<file path="src/rtl/cu_sequencer.sv">
// Multi-cycle control-unit sequencer: fetch, execute micro-steps, RAM stalls and step-fault detection.
// Optional HALT phase is built when CU_HALT_EN is defined.

package cu_sequencer_pkg;

    typedef struct packed {
        logic       alu_en;
        logic       alu_bs;
        logic [4:0] alu_fs;
        logic       rf_b_en;
        logic [4:0] rf_sa;
        logic [4:0] rf_sb;
        logic [4:0] rf_da;
        logic       rf_w;
        logic       ram_en;
        logic       ram_w;
        logic       pc_en;
        logic [1:0] pc_fs;
        logic       pc_is;
        logic       status_ld;
        logic [1:0] next_state;
    } cw_t;

    // Register addresses parked at 31, everything else idle, PC held.
    localparam cw_t CW_SAFE = cw_t'(33'h1FFFC00);

endpackage

module cu_sequencer
    import cu_sequencer_pkg::*;
#(
    parameter int unsigned MAX_STEPS = 4
) (
    input  logic        clock,
    input  logic        reset,
    input  logic [31:0] imem_data,
    input  logic        imem_ack,
    output logic        imem_req,
    input  logic [32:0] cw_in,
    input  logic [4:0]  alu_status,
    input  logic        ram_ready,
    output logic [31:0] I,
    output logic [1:0]  state,
    output logic [4:0]  status,
    output logic [32:0] cw_out,
    output logic        fault,
    output logic        halted
);

    localparam int unsigned IW    = 32;
    localparam int unsigned SW    = 2;
    localparam int unsigned STW   = 5;
    localparam int unsigned CNT_W = 4;
    localparam int unsigned PH_W  = 2;

    localparam logic [CNT_W-1:0] LAST_STEP = CNT_W'(MAX_STEPS - 1);

    localparam logic [PH_W-1:0] PH_FETCH = 2'd0;
    localparam logic [PH_W-1:0] PH_EXEC  = 2'd1;
`ifdef CU_HALT_EN
    localparam logic [PH_W-1:0] PH_HALT  = 2'd2;
    localparam logic [IW-1:0]   HALT_WORD = 32'hD440_0000;
`endif

    logic [PH_W-1:0]  phase_q,  phase_d;
    logic [IW-1:0]    ir_q,     ir_d;
    logic [SW-1:0]    state_q,  state_d;
    logic [STW-1:0]   status_q, status_d;
    logic [CNT_W-1:0] cnt_q,    cnt_d;
    logic             fault_q,  fault_d;

    cw_t  cw;
    cw_t  cw_o;
    logic stall;

    assign cw    = cw_t'(cw_in);
    assign stall = (cw.ram_en | cw.ram_w) & ~ram_ready;

    // Phase and architectural registers
    always_ff @(posedge clock or posedge reset) begin
        if (reset) begin
            phase_q  <= PH_FETCH;
            ir_q     <= '0;
            state_q  <= '0;
            status_q <= '0;
            cnt_q    <= '0;
            fault_q  <= 1'b0;
        end else begin
            phase_q  <= phase_d;
            ir_q     <= ir_d;
            state_q  <= state_d;
            status_q <= status_d;
            cnt_q    <= cnt_d;
            fault_q  <= fault_d;
        end
    end

    // Next-state and control-word gating
    always_comb begin
        phase_d  = phase_q;
        ir_d     = ir_q;
        state_d  = state_q;
        status_d = status_q;
        cnt_d    = cnt_q;
        fault_d  = fault_q;
        imem_req = 1'b0;
        cw_o     = CW_SAFE;

        case (phase_q)
            PH_FETCH: begin
                imem_req = 1'b1;
                if (imem_ack) begin
                    ir_d    = imem_data;
                    state_d = '0;
                    cnt_d   = '0;
`ifdef CU_HALT_EN
                    phase_d = (imem_data == HALT_WORD) ? PH_HALT : PH_EXEC;
`else
                    phase_d = PH_EXEC;
`endif
                end
            end

            PH_EXEC: begin
                if (stall) begin
                    // Keep the RAM access and addressing alive, suppress every commit.
                    cw_o            = cw;
                    cw_o.rf_w       = 1'b0;
                    cw_o.pc_fs      = 2'b00;
                    cw_o.status_ld  = 1'b0;
                    cw_o.next_state = 2'b00;
                end else if ((cw.next_state != 2'b00) && (cnt_q == LAST_STEP)) begin
                    fault_d = 1'b1;
                    cw_o    = CW_SAFE;
                    phase_d = PH_FETCH;
                    state_d = '0;
                end else begin
                    cw_o = cw;
                    if (cw.status_ld) begin
                        status_d = alu_status;
                    end
                    if (cw.next_state == 2'b00) begin
                        phase_d = PH_FETCH;
                        state_d = '0;
                    end else begin
                        state_d = cw.next_state;
                        cnt_d   = cnt_q + CNT_W'(1);
                    end
                end
            end

`ifdef CU_HALT_EN
            PH_HALT: begin
                imem_req = 1'b0;
                cw_o     = CW_SAFE;
            end
`endif

            default: begin
                phase_d = PH_FETCH;
            end
        endcase
    end

    assign cw_out = cw_o;
    assign I      = ir_q;
    assign state  = state_q;
    assign status = status_q;
    assign fault  = fault_q;

`ifdef CU_HALT_EN
    assign halted = (phase_q == PH_HALT);
`else
    assign halted = 1'b0;
`endif

endmodule

</file>
<file path="config.mk">
export PLATFORM = sky130hd
export DESIGN_NAME = cu_sequencer
export DESIGN_NICKNAME = d
export VERILOG_FILES = /design/src/rtl/cu_sequencer.sv
export SDC_FILE = /design/constraint.sdc
export NUM_CORES = 1
export LEC_CHECK = 0
export BUFFER_PORTS_ARGS = -buffer_cell sky130_fd_sc_hd__buf_2
export CAP_MARGIN = 10
export CORE_ASPECT_RATIO = 0.75
export CORE_MARGIN = 5
export CORE_UTILIZATION = 43
export CTS_CLUSTER_DIAMETER = 120
export DETAILED_ROUTE_END_ITERATION = 10
export GPL_TIMING_DRIVEN = 0
export PLACE_DENSITY = 0.84
export SLEW_MARGIN = 30
export SYNTH_ARGS = -nofsm -noshare
export SYNTH_HDL_FRONTEND = slang
export SYNTH_SLANG_ARGS = --single-unit
</file>
<file path="constraint.sdc">
create_clock -name clock -period 3 [get_ports clock]
set_input_delay 0.6 -clock clock [delete_from_list [all_inputs] [get_ports clock]]
set_output_delay 0.6 -clock clock [all_outputs]
set_load 0.005 [all_outputs]
</file>
==> flow_metrics.py <==
metrics = {
    "drt": {
        "via_count": 1732,
        "drt_iter0_drc": 55,
        "antenna_left": 0,
        "drc": 0,
        "routed_wl_um": 4970,
        "via_per_inst": 4.62,
        "drt-pass1-iter-count": 4,
        "wire_per_inst_um": 13.2,
    },
    "synthesis": {
        "synth_xor_area_share_pct": 1.29,
        "syn_area_sq_mm": 0.00204,
        "synth_cell_types": 33,
        "synth_top_area_share_pct": 55.2,
        "yosys-top-cells-area": "dfrtp_1, mux2_2, and2_1",
        "synth_top_family_by_area": "multiplexers",
        "yosysSeqAreaShare_pct": 55.2,
        "synth_fa_ha_area_share_pct": 0.613,
        "synth_compound_area_share_pct": 4.11,
        "syn-num-nets": 238,
        "synth-seq-cells": 45,
        "synth_top_area_cell": "dfrtp_1",
        "synthArstFlopShare_pct": 100,
        "synth_ff_type": "dfrtp_1",
        "syn-instance-count": 163,
        "synthMuxAreaShare_pct": 20.9,
        "synth_edf_count": 0,
        "yosysWarnings": 0,
        "post_synth.cell_area_avg_sq_um": 12.5,
        "synth_simple_gate_area_share_pct": 15.2,
    },
    "cts": {
        "cts_buffers": 5,
        "clock-sinks": 45,
        "cts_tree": "yes",
        "htreeDepth": 2,
        "cts-hold-fix-buffers": 0,
        "clk_pin_slew_ps": 70,
        "clock_latency_ps": 280,
        "cts_resized": 0,
        "cts_setup_buffers": 0,
        "root_buffer": "clkbuf_8",
        "clockBufferDepth": 2,
    },
    "floorplan": {
        "io_pins": 149,
        "row_count": 21,
        "start_util_pct": 45.1,
        "die-height_um": 69.6,
        "dieArea_sq_mm": 0.00623,
        "core_area_sq_mm": 0.00452,
        "die_w_um": 89.5,
    },
    "cells_and_area": {
        "fillers": 370,
        "final_common_cell": "buf_2",
        "fin_area_sq_mm": 0.00296,
        "finalNetCount": 393,
        "drive_gt1_share_pct": 63.2,
        "layout_common_cells": "buf_2, dfrtp_1, mux2_2",
        "n_antenna_cell": 0,
        "layoutNonFillerInstCount": 375,
        "area_growth_pct": 45.2,
    },
    "timing": {
        "finalClockSkew_ps": 1.33,
        "slew_headroom_pct": 65.7,
        "finalCritPeriodShare_pct": 88.9,
        "setup_viol": 0,
        "period_needed_ps": 2670,
        "rsz0062_at_grt": "no",
        "drv_slew": 0,
        "fmax_mhz": 375,
        "setup-tns-final_ps": 0,
        "final-hold-violation-count": 0,
        "tightestPinTransition_ps": 514,
        "hold_slack_ps": 350,
    },
    "critical_path": {
        "crit_buf_inv": 2,
        "path_max_fanout": 10,
        "worstPathCellList": "ha_1 > nor3b_2 > a31oi_1 > clkbuf_1 > and2_1 > buf_2",
        "crit_family": "flip-flops",
        "slowest_delay_ps": 430,
        "critical_path_required_ps": 2400,
        "worst_setup_path_end_kind": "output pin",
        "r2r-start": "cnt_q[0]",
        "cp.arrival_ps": 2070,
        "slowest_stage": "dfrtp_1",
        "startpoint": "cnt_q[0]",
        "critical_path_class": "reg2out",
        "startpoint_type": "register",
    },
    "global_route": {
        "grt_usage_pct": 16.4,
        "grt_max_degree": 24,
        "grt_util_met1_pct": 19.7,
        "grt_first_pass_wirelength_um": 8250,
        "grt_antenna_before_repair": 0,
        "grt_pass1_vias": 1871,
        "busiest_layer": "met2",
        "use_met3_pct": 7.13,
        "grt-ovfl-total": 0,
        "gr-usage-met2_pct": 26.9,
    },
    "power_and_ir_drop": {
        "p_seq_share_pct": 42.1,
        "irDropWorstVdd_mv": 0.479,
        "cellPowerDensity_mw_per_mm2": 855,
        "switching_power_mw": 0.794,
        "p_comb_share_pct": 44.0,
        "power_mw": 2.53,
        "internal_power_mw": 1.74,
        "leakagePower_nw": 1.56,
        "swShare_pct": 31.4,
        "power_frac_clock_pct": 13.9,
    },
    "place": {
        "port_buffers": 147,
        "hpwl_um": 4260,
        "placed_area_sq_mm": 0.00287,
        "globalplace.congestion": 0.817,
        "post-place-cells": 368,
    },
    "flow_run": {
        "drv_cap": 0,
    },
    "run_status": {
        "outcome": "complete, no violations",
    },
    "hold_path": {
        "holdCritPathClass": "in2async",
    },
}
## worst register-to-register path, cell delays in order, from the launching register on
cell     delay [ps]
dfrtp_1         420
ha_1            200
nor3b_2         300
nand2_1         180
nand3_1         270
mux2_2          370
## synth_stat cells, types with 2 or more instances
cell type,number
mux2_2,35
o21bai_1,2
or2b_1,5
and3_1,5
nor2_1,3
nand3_1,2
a31o_2,2
buf_2,4
a31oi_1,2
and2_1,12
nand2b_1,10
xor2_1,2
clkbuf_1,3
nand2_1,8
inv_1,3
o22ai_1,3
dfrtp_1,45
mux2_1,2
## logic make-up (layout without fill, tap and decap cells)
group / count (synthesis) / count (layout)
fa+ha+maj: 1 / 1
mux: 38 / 38
simple gates: 52 / 52
flops: 45 / 45
buf+inv: 11 / 166
other cells: 1 / 1
xor+xnor: 3 / 3
compound gates: 12 / 12
## layer usage
| layer | wire length (um) | share of wire [%] | up-vias |
|---|---|---|---|
| met5 | 0 | 0 | - |
| met4 | 32 | 0.64 | 0 |
| met3 | 529 | 11 | 6 |
| met2 | 2440 | 49 | 66 |
| met1 | 1960 | 39 | 793 |
| li1 | - | - | 867 |
## power by group through the flow
stage,Sequential (mW),Clock (mW),Combinational (mW)
floorplan,1.10,0,0.565
global placement,1.06,0,1.11
detailed placement,1.07,0,1.15
CTS,1.07,0.374,1.15
global route,1.11,0.395,1.26
finish,1.06,0.352,1.11
## stage by stage
stage / setup WS [ps] / utilization, %
2_1_floorplan: 789 / -
3_3_place_gp: 394 / 63.0
3_5_place_dp: 356 / 63.6
4_1_cts: 303 / 65.5
5_1_grt: 92.2 / 65.5
6_report: 333 / 65.5
## cell type report
type                       count  area (sq um)  area share [%]
buffer                         8          38.8            1.31
clock buffer                   7          86.3            2.92
inverter                       3          11.3           0.380
multi-input combinational    107           863            29.2
sequential                    45          1130            38.0
tap                           57          71.3            2.41
timing repair buffer         148           763            25.8
## state kept, by name (all words and copies together), names as in the netlist
register	cells
I	32
cnt_q	4
fault	1
phase_q	1
state	2
status	5
## worst paths after layout
check,depth (start not counted),end,slack [ps]
max,6,cw_out[6],330
min,2,I[30],350
max reg2reg,5,status[3],1160
min reg2reg,1,I[31],490
max in group asynchronous,3,I[27],2170
min in group clock,1,I[31],490
(Power assumes the default switching activity.)
